==> src/rtl/md_ctrl_if.sv <==
// Signal bundle between md_ctrl, the EX stage, the multiply/divide units and HI/LO.
// master: controller side; slave: pipeline/unit side.
interface md_ctrl_if #(
  parameter int unsigned WIDTH = 32
);
  logic                 op_valid_i;
  logic [3:0]           op_i;
  logic [WIDTH-1:0]     op1_i;
  logic [WIDTH-1:0]     op2_i;
  logic [WIDTH-1:0]     hi_i;
  logic [WIDTH-1:0]     lo_i;
  logic                 flush_i;
  logic                 mul_start_o;
  logic                 div_start_o;
  logic                 mul_signed_o;
  logic                 div_signed_o;
  logic [WIDTH-1:0]     md_op1_o;
  logic [WIDTH-1:0]     md_op2_o;
  logic                 md_annul_o;
  logic [2*WIDTH-1:0]   mul_result_i;
  logic [2*WIDTH-1:0]   div_result_i;
  logic                 mul_ready_i;
  logic                 div_ready_i;
  logic                 stallreq_o;
  logic                 hilo_we_o;
  logic [WIDTH-1:0]     hi_o;
  logic [WIDTH-1:0]     lo_o;
  logic                 timeout_o;

  modport master (
    input  op_valid_i, op_i, op1_i, op2_i, hi_i, lo_i, flush_i,
    input  mul_result_i, div_result_i, mul_ready_i, div_ready_i,
    output mul_start_o, div_start_o, mul_signed_o, div_signed_o,
    output md_op1_o, md_op2_o, md_annul_o,
    output stallreq_o, hilo_we_o, hi_o, lo_o, timeout_o
  );

  modport slave (
    output op_valid_i, op_i, op1_i, op2_i, hi_i, lo_i, flush_i,
    output mul_result_i, div_result_i, mul_ready_i, div_ready_i,
    input  mul_start_o, div_start_o, mul_signed_o, div_signed_o,
    input  md_op1_o, md_op2_o, md_annul_o,
    input  stallreq_o, hilo_we_o, hi_o, lo_o, timeout_o
  );
endinterface

==> src/rtl/md_ctrl.sv <==
// EX-stage sequencer for the multi-cycle multiply/divide units with a single HI/LO write.
// Define MD_ACC_EN to accept MADD/MADDU/MSUB/MSUBU (HI/LO accumulate through an ACC state).
module md_ctrl #(
  parameter int unsigned WIDTH   = 32,
  parameter int unsigned TIMEOUT = 64
) (
  input  logic      clk,
  input  logic      rst,
  md_ctrl_if.master bus
);

  localparam int unsigned DW = 2 * WIDTH;
  localparam int unsigned CW = $clog2(TIMEOUT);
  localparam logic [CW-1:0] CNT_LAST = CW'(TIMEOUT - 1);

  typedef enum logic [2:0] {
    S_IDLE,
    S_MUL_WAIT,
    S_DIV_WAIT,
    S_DONE
`ifdef MD_ACC_EN
    , S_ACC
`endif
  } state_e;

  state_e           state_q, state_d;
  logic [CW-1:0]    cnt_q, cnt_d;
  logic             mul_start_q, mul_start_d;
  logic             div_start_q, div_start_d;
  logic             mul_signed_q, mul_signed_d;
  logic             div_signed_q, div_signed_d;
  logic [WIDTH-1:0] op1_q, op1_d;
  logic [WIDTH-1:0] op2_q, op2_d;
  logic [WIDTH-1:0] hi_q, hi_d;
  logic [WIDTH-1:0] lo_q, lo_d;
  logic             timeout_q, timeout_d;

  logic             stall_c, we_c, annul_c;
  logic             op_known, op_mul, op_signed, accept;

`ifdef MD_ACC_EN
  logic             op_acc, op_sub;
  logic             acc_q, acc_d;
  logic             sub_q, sub_d;
  logic [DW-1:0]    prod_q, prod_d;
  logic [DW-1:0]    acc_sum;
`else
  logic             unused_hilo;
  assign unused_hilo = ^{bus.hi_i, bus.lo_i};
`endif

  // Opcode decode; unsupported codes leave op_known low and are ignored.
  always_comb begin
    op_known  = 1'b0;
    op_mul    = 1'b0;
    op_signed = 1'b0;
`ifdef MD_ACC_EN
    op_acc    = 1'b0;
    op_sub    = 1'b0;
`endif
    case (bus.op_i)
      4'd1: begin op_known = 1'b1; op_mul = 1'b1; op_signed = 1'b1; end
      4'd2: begin op_known = 1'b1; op_mul = 1'b1; end
      4'd3: begin op_known = 1'b1; op_signed = 1'b1; end
      4'd4: begin op_known = 1'b1; end
`ifdef MD_ACC_EN
      4'd5: begin op_known = 1'b1; op_mul = 1'b1; op_signed = 1'b1; op_acc = 1'b1; end
      4'd6: begin op_known = 1'b1; op_mul = 1'b1; op_acc = 1'b1; end
      4'd7: begin op_known = 1'b1; op_mul = 1'b1; op_signed = 1'b1; op_acc = 1'b1; op_sub = 1'b1; end
      4'd8: begin op_known = 1'b1; op_mul = 1'b1; op_acc = 1'b1; op_sub = 1'b1; end
`endif
      default: ;
    endcase
  end

  assign accept = bus.op_valid_i && op_known && !bus.flush_i;

  // Next-state and output logic.
  always_comb begin
    state_d      = state_q;
    cnt_d        = cnt_q;
    mul_start_d  = mul_start_q;
    div_start_d  = div_start_q;
    mul_signed_d = mul_signed_q;
    div_signed_d = div_signed_q;
    op1_d        = op1_q;
    op2_d        = op2_q;
    hi_d         = hi_q;
    lo_d         = lo_q;
    timeout_d    = 1'b0;
    stall_c      = 1'b0;
    we_c         = 1'b0;
    annul_c      = 1'b0;
`ifdef MD_ACC_EN
    acc_d        = acc_q;
    sub_d        = sub_q;
    prod_d       = prod_q;
    acc_sum      = sub_q ? ({bus.hi_i, bus.lo_i} - prod_q) : ({bus.hi_i, bus.lo_i} + prod_q);
`endif

    case (state_q)
      S_IDLE: begin
        if (accept) begin
          stall_c = 1'b1;
          op1_d   = bus.op1_i;
          op2_d   = bus.op2_i;
          cnt_d   = '0;
          if (op_mul) begin
            state_d      = S_MUL_WAIT;
            mul_start_d  = 1'b1;
            mul_signed_d = op_signed;
`ifdef MD_ACC_EN
            acc_d        = op_acc;
            sub_d        = op_sub;
`endif
          end else if (bus.op2_i == '0) begin
            // Divide by zero never reaches the unit; HI/LO are written as zero.
            hi_d    = '0;
            lo_d    = '0;
            state_d = S_DONE;
          end else begin
            state_d      = S_DIV_WAIT;
            div_start_d  = 1'b1;
            div_signed_d = op_signed;
          end
        end
      end

      S_MUL_WAIT: begin
        stall_c = 1'b1;
        cnt_d   = cnt_q + CW'(1);
        if (bus.flush_i) begin
          annul_c     = 1'b1;
          mul_start_d = 1'b0;
          state_d     = S_IDLE;
        end else if (bus.mul_ready_i) begin
          mul_start_d = 1'b0;
`ifdef MD_ACC_EN
          if (acc_q) begin
            prod_d  = bus.mul_result_i;
            state_d = S_ACC;
          end else begin
            hi_d    = bus.mul_result_i[DW-1:WIDTH];
            lo_d    = bus.mul_result_i[WIDTH-1:0];
            state_d = S_DONE;
          end
`else
          hi_d    = bus.mul_result_i[DW-1:WIDTH];
          lo_d    = bus.mul_result_i[WIDTH-1:0];
          state_d = S_DONE;
`endif
        end else if (cnt_q == CNT_LAST) begin
          annul_c     = 1'b1;
          timeout_d   = 1'b1;
          mul_start_d = 1'b0;
          state_d     = S_IDLE;
        end
      end

      S_DIV_WAIT: begin
        stall_c = 1'b1;
        cnt_d   = cnt_q + CW'(1);
        if (bus.flush_i) begin
          annul_c     = 1'b1;
          div_start_d = 1'b0;
          state_d     = S_IDLE;
        end else if (bus.div_ready_i) begin
          div_start_d = 1'b0;
          hi_d        = bus.div_result_i[DW-1:WIDTH];
          lo_d        = bus.div_result_i[WIDTH-1:0];
          state_d     = S_DONE;
        end else if (cnt_q == CNT_LAST) begin
          annul_c     = 1'b1;
          timeout_d   = 1'b1;
          div_start_d = 1'b0;
          state_d     = S_IDLE;
        end
      end

`ifdef MD_ACC_EN
      // Forwarded HI/LO are sampled here, one cycle after the product arrives.
      S_ACC: begin
        stall_c = 1'b1;
        if (bus.flush_i) begin
          state_d = S_IDLE;
        end else begin
          hi_d    = acc_sum[DW-1:WIDTH];
          lo_d    = acc_sum[WIDTH-1:0];
          state_d = S_DONE;
        end
      end
`endif

      // The EX instruction retires here, so IDLE never sees it again.
      S_DONE: begin
        we_c    = !bus.flush_i;
        state_d = S_IDLE;
      end

      default: state_d = S_IDLE;
    endcase
  end

  always_ff @(posedge clk) begin
    if (rst) begin
      state_q      <= S_IDLE;
      cnt_q        <= '0;
      mul_start_q  <= 1'b0;
      div_start_q  <= 1'b0;
      mul_signed_q <= 1'b0;
      div_signed_q <= 1'b0;
      op1_q        <= '0;
      op2_q        <= '0;
      hi_q         <= '0;
      lo_q         <= '0;
      timeout_q    <= 1'b0;
`ifdef MD_ACC_EN
      acc_q        <= 1'b0;
      sub_q        <= 1'b0;
      prod_q       <= '0;
`endif
    end else begin
      state_q      <= state_d;
      cnt_q        <= cnt_d;
      mul_start_q  <= mul_start_d;
      div_start_q  <= div_start_d;
      mul_signed_q <= mul_signed_d;
      div_signed_q <= div_signed_d;
      op1_q        <= op1_d;
      op2_q        <= op2_d;
      hi_q         <= hi_d;
      lo_q         <= lo_d;
      timeout_q    <= timeout_d;
`ifdef MD_ACC_EN
      acc_q        <= acc_d;
      sub_q        <= sub_d;
      prod_q       <= prod_d;
`endif
    end
  end

  assign bus.mul_start_o  = mul_start_q;
  assign bus.div_start_o  = div_start_q;
  assign bus.mul_signed_o = mul_signed_q;
  assign bus.div_signed_o = div_signed_q;
  assign bus.md_op1_o     = op1_q;
  assign bus.md_op2_o     = op2_q;
  assign bus.hi_o         = hi_q;
  assign bus.lo_o         = lo_q;
  assign bus.timeout_o    = timeout_q;
  assign bus.md_annul_o   = annul_c;
  assign bus.stallreq_o   = stall_c;
  assign bus.hilo_we_o    = we_c;

endmodule
==> src/flat_wrapper.sv <==
// flat-port wrapper written by rule: the top's interface ports become plain ports
module md_ctrl_flat 
#(
  parameter int unsigned WIDTH   = 32,
  parameter int unsigned TIMEOUT = 64
)
  (clk, rst, bus_op_valid_i, bus_op_i, bus_op1_i, bus_op2_i, bus_hi_i, bus_lo_i, bus_flush_i, bus_mul_result_i, bus_div_result_i, bus_mul_ready_i, bus_div_ready_i, bus_mul_start_o, bus_div_start_o, bus_mul_signed_o, bus_div_signed_o, bus_md_op1_o, bus_md_op2_o, bus_md_annul_o, bus_stallreq_o, bus_hilo_we_o, bus_hi_o, bus_lo_o, bus_timeout_o);
  md_ctrl_if #(.WIDTH(WIDTH)) bus_i ();
  input  logic clk;
  input  logic rst;
  input wire logic [$bits(bus_i.op_valid_i)-1:0] bus_op_valid_i;
  input wire logic [$bits(bus_i.op_i)-1:0] bus_op_i;
  input wire logic [$bits(bus_i.op1_i)-1:0] bus_op1_i;
  input wire logic [$bits(bus_i.op2_i)-1:0] bus_op2_i;
  input wire logic [$bits(bus_i.hi_i)-1:0] bus_hi_i;
  input wire logic [$bits(bus_i.lo_i)-1:0] bus_lo_i;
  input wire logic [$bits(bus_i.flush_i)-1:0] bus_flush_i;
  input wire logic [$bits(bus_i.mul_result_i)-1:0] bus_mul_result_i;
  input wire logic [$bits(bus_i.div_result_i)-1:0] bus_div_result_i;
  input wire logic [$bits(bus_i.mul_ready_i)-1:0] bus_mul_ready_i;
  input wire logic [$bits(bus_i.div_ready_i)-1:0] bus_div_ready_i;
  output wire logic [$bits(bus_i.mul_start_o)-1:0] bus_mul_start_o;
  output wire logic [$bits(bus_i.div_start_o)-1:0] bus_div_start_o;
  output wire logic [$bits(bus_i.mul_signed_o)-1:0] bus_mul_signed_o;
  output wire logic [$bits(bus_i.div_signed_o)-1:0] bus_div_signed_o;
  output wire logic [$bits(bus_i.md_op1_o)-1:0] bus_md_op1_o;
  output wire logic [$bits(bus_i.md_op2_o)-1:0] bus_md_op2_o;
  output wire logic [$bits(bus_i.md_annul_o)-1:0] bus_md_annul_o;
  output wire logic [$bits(bus_i.stallreq_o)-1:0] bus_stallreq_o;
  output wire logic [$bits(bus_i.hilo_we_o)-1:0] bus_hilo_we_o;
  output wire logic [$bits(bus_i.hi_o)-1:0] bus_hi_o;
  output wire logic [$bits(bus_i.lo_o)-1:0] bus_lo_o;
  output wire logic [$bits(bus_i.timeout_o)-1:0] bus_timeout_o;
  assign bus_i.op_valid_i = bus_op_valid_i;
  assign bus_i.op_i = bus_op_i;
  assign bus_i.op1_i = bus_op1_i;
  assign bus_i.op2_i = bus_op2_i;
  assign bus_i.hi_i = bus_hi_i;
  assign bus_i.lo_i = bus_lo_i;
  assign bus_i.flush_i = bus_flush_i;
  assign bus_i.mul_result_i = bus_mul_result_i;
  assign bus_i.div_result_i = bus_div_result_i;
  assign bus_i.mul_ready_i = bus_mul_ready_i;
  assign bus_i.div_ready_i = bus_div_ready_i;
  assign bus_mul_start_o = bus_i.mul_start_o;
  assign bus_div_start_o = bus_i.div_start_o;
  assign bus_mul_signed_o = bus_i.mul_signed_o;
  assign bus_div_signed_o = bus_i.div_signed_o;
  assign bus_md_op1_o = bus_i.md_op1_o;
  assign bus_md_op2_o = bus_i.md_op2_o;
  assign bus_md_annul_o = bus_i.md_annul_o;
  assign bus_stallreq_o = bus_i.stallreq_o;
  assign bus_hilo_we_o = bus_i.hilo_we_o;
  assign bus_hi_o = bus_i.hi_o;
  assign bus_lo_o = bus_i.lo_o;
  assign bus_timeout_o = bus_i.timeout_o;
  md_ctrl #(.WIDTH(WIDTH), .TIMEOUT(TIMEOUT)) u_core (.clk(clk), .rst(rst), .bus(bus_i));
endmodule
==> config.mk <==
export PLATFORM = sky130hd
export DESIGN_NAME = md_ctrl_flat
export DESIGN_NICKNAME = d
export VERILOG_FILES = /design/src/rtl/md_ctrl_if.sv /design/src/rtl/md_ctrl.sv /design/src/flat_wrapper.sv
export SDC_FILE = /design/constraint.sdc
export NUM_CORES = 1
export LEC_CHECK = 0
export BUFFER_PORTS_ARGS = -buffer_cell sky130_fd_sc_hd__buf_2
export CAP_MARGIN = 30
export CORE_AREA = 2 2 156 158
export CTS_CLUSTER_SIZE = 14
export DETAILED_ROUTE_END_ITERATION = 16
export DIE_AREA = 0 0 158 160
export HOLD_SLACK_MARGIN = 0.03
export PLACE_DENSITY_LB_ADDON = 0.3
export SLEW_MARGIN = 5
export SYNTH_ARGS = -nofsm -noshare
export SYNTH_HDL_FRONTEND = slang
export SYNTH_SLANG_ARGS = --single-unit
==> constraint.sdc <==
create_clock -name clk -period 2.1 [get_ports clk]
set_clock_uncertainty 0.2 [all_clocks]
set_input_delay 0.105 -clock clk [delete_from_list [all_inputs] [get_ports clk]]
set_output_delay 0.105 -clock clk [all_outputs]
set_load 0.005 [all_outputs]
==> run metrics <==
post-synthesis instance area 0.00635 mm²; ratio of final minimum period to clock period 0.975; number of global-route vias before repair 7,618; HPWL after detailed placement 15.0 mm; power density normalized to cell area 580 mW/mm²; max capacitance violation total 0; final wirelength 26.4 mm; Max VDD drop 0.454 mV; First DRT Iteration DRCs 546; cell type with the highest aggregate area in the netlist dfxtp_1; CTS max path bufs 2; top-count cell post-synth dfxtp_1; number of hold violations in the final report 0; cell internal pwr 5.18 mW; Post-Syn Nets 963; final net count 1,516; Setup crit end kind register; combinational group share of total power 0.118; Worst Path Arrival 2.18 ns; via count 7,567; shortest period the worst path allows 2.05 ns; post-route non-filler standard cell count 1,589; count of TritonRoute iterations in the first routing pass 5; asr flop ratio synth 0; share of layout cells above drive strength 1 0.421; number of I/O port buffers 337; worst hold slack 0.111 ns; Psw 1.57 mW; number of distinct library cell variants in the gate-level netlist after synthesis 48; Crit Path Class reg -> reg; TritonCTS buffer count 17; die area 0.0253 mm²; initial core utilization 0.267; final setup fails 0; sequential share of power 0.404; residual DRC count 0; Warnings, synthesis 0; number of antenna violations at the first check in global routing 6; synthesized instance count 696; Hold Path Class in -> reg; average footprint of a synthesized cell 9.12 µm²; area grow syn2layout 83.5%; depth of the worst register-to-register path 5; final std cell area, no fill 0.0117 mm²; ports placed on the boundary 402; synthesized flop and latch total 142; top cell type's share of synthesized area 0.448; insertion delay of the later-clocked pin in the worst-skew pair 0.41 ns; clock tree from TritonCTS done; sequential cell area fraction in the yosys report 0.448; hold path cells 5; detail-routed via count per cell 4.76; share of power burned in the clock network 0.479; max-slew violations 0; worst-path maximum fanout 39; number of nets with antenna violations after detailed routing 0; first-pass GRT wire length 39.2 mm; maximum clock frequency 488 MHz; y dimension of the die 160 µm; kind of launch point of the worst setup path register; leading register cell type out of synthesis dfxtp_1; total cell area at the placement stage 0.00847 mm²; per-cell routed wire length 16.6 µm; area of the core 0.0238 mm²; EDFF count, synth 0; Cells after DPL 1,327; level count of the clock H-tree 4; clock net sink count 142; global-route usage over all layers 0.195; Clock Pin Slew Worst Setup and Hold Paths 0.07 ns; net switching share of the total power 0.233; Total Neg Setup Slack 0 ns; largest cells by area after synthesis dfxtp_1, a211oi_2, a21oi_1, nand2_1, a22oi_1; leftover overflow at the end of global routing 0; placer's final routability congestion estimate 0.781; clock root buffer clkbuf_16; outcome finished, final reports clean; number of core rows 57; leakage 4.77 nW; pin count of the biggest net entering global routing 66; horizontal die dimension 158 µm; synth cell count leaders dfxtp_1, nand2_1, a21oi_1, a22oi_1, a211oi_2; required arrival time at the worst endpoint 2.23 ns; RSZ-0062 raised after global routing true
[layout by cell type, fill, tap and decap left out, types with 9 or more instances in the layout]
master / netlist / final
nor2_1: 11 / 9
a21oi_2: 10 / 11
a211oi_2: 60 / 61
buf_6: 19 / 13
dfxtp_1: 142 / 139
buf_2: 13 / 334
a21oi_1: 129 / 128
clkbuf_16: 0 / 22
buf_4: 2 / 35
dlygate4sd3_1: 0 / 199
nand2_1: 137 / 137
buf_12: 0 / 12
a22oi_1: 65 / 65
[worst max-delay path: stages (launching register included)]
cell,delay [ns]
dfxtp_4,0.36
or3_1,0.41
o31ai_4,0.33
buf_12,0.28
a21oi_1,0.13
a211oi_2,0.22
[sequential cells by signal, indices dropped and copies added, names as in the netlist, 3 cells and up]
name / count
u_core.cnt_q: 6
u_core.state_q: 3
u_core.bus.md_op2_o: 32
u_core.bus.lo_o: 32
u_core.bus.hi_o: 32
u_core.bus.md_op1_o: 32
[cell families after synthesis]
family	count (synthesis)	share of synthesized area
buf+inv	73	0.0729
flops	142	0.448
compound gates	287	0.339
mux	1	0.00158
xor+xnor	2	0.00276
other cells	1	0.000591
fa+ha+maj	1	0.00197
simple gates	189	0.134
[metrics by stage]
stage                     utilization  power [mW]  setup WS [ns]
after floorplan                     -        2.96          0.119
after global placement          0.356        3.24         -0.197
after detailed placement        0.356        3.24         -0.213
after CTS                       0.476        6.85        0.00236
after global routing            0.489        7.04        -0.0440
final                           0.489        6.76         0.0517
[power by group through the flow]
stage               logic, mW  registers [mW]  clock network [mW]
floorplan               0.172            2.79                   0
global placement        0.452            2.79                   0
detailed placement      0.454            2.79                   0
CTS                     0.763            2.73                3.36
global route            0.850            2.73                3.46
finish                  0.795            2.73                3.23
[routing by layer]
| metal | global-route usage | routed length [µm] | vias to the layer above |
|---|---|---|---|
| met1 | 0.222 | 10600 | 3546 |
| met4 | 0.0753 | 610 | 2 |
| met2 | 0.344 | 13000 | 329 |
| li1 | - | - | 3649 |
| met3 | 0.0526 | 2210 | 41 |
| met5 | 0 | 13 | - |
[cell type report]
class                      count  area [µm²]
fill                        2226       12200
clock buffer                  17         425
multi-input combinational    481        3150
tap                          324         405
inverter                       3        11.3
clock inverter                13         189
sequential                   142        2850
antenna                        5        12.5
timing repair buffer         604        4610
[final timing paths]
check,from,end,slack [ns]
worst max-delay path,u_core.state_q[0],u_core.bus.lo_o[5],0.05
worst min-delay path,bus_op_i[3],u_core.bus.mul_signed_o,0.11
worst max register to register,u_core.state_q[0],u_core.bus.lo_o[5],0.05
worst min register to register,u_core.bus.md_op2_o[23],u_core.bus.md_op2_o[23],0.25
[timing repair]
action | 4_1_cts | 5_1_grt
endpoints found under the hold margin | 141 | 0
buffers inserted | 10 | 6
resized for setup | 12 | 27
pin swaps | 2 | 8
endpoints found under the setup margin | 64 | 67
hold buffers | 199 | 0
cloned | 5 | 7
(Power assumes the default switching activity.)
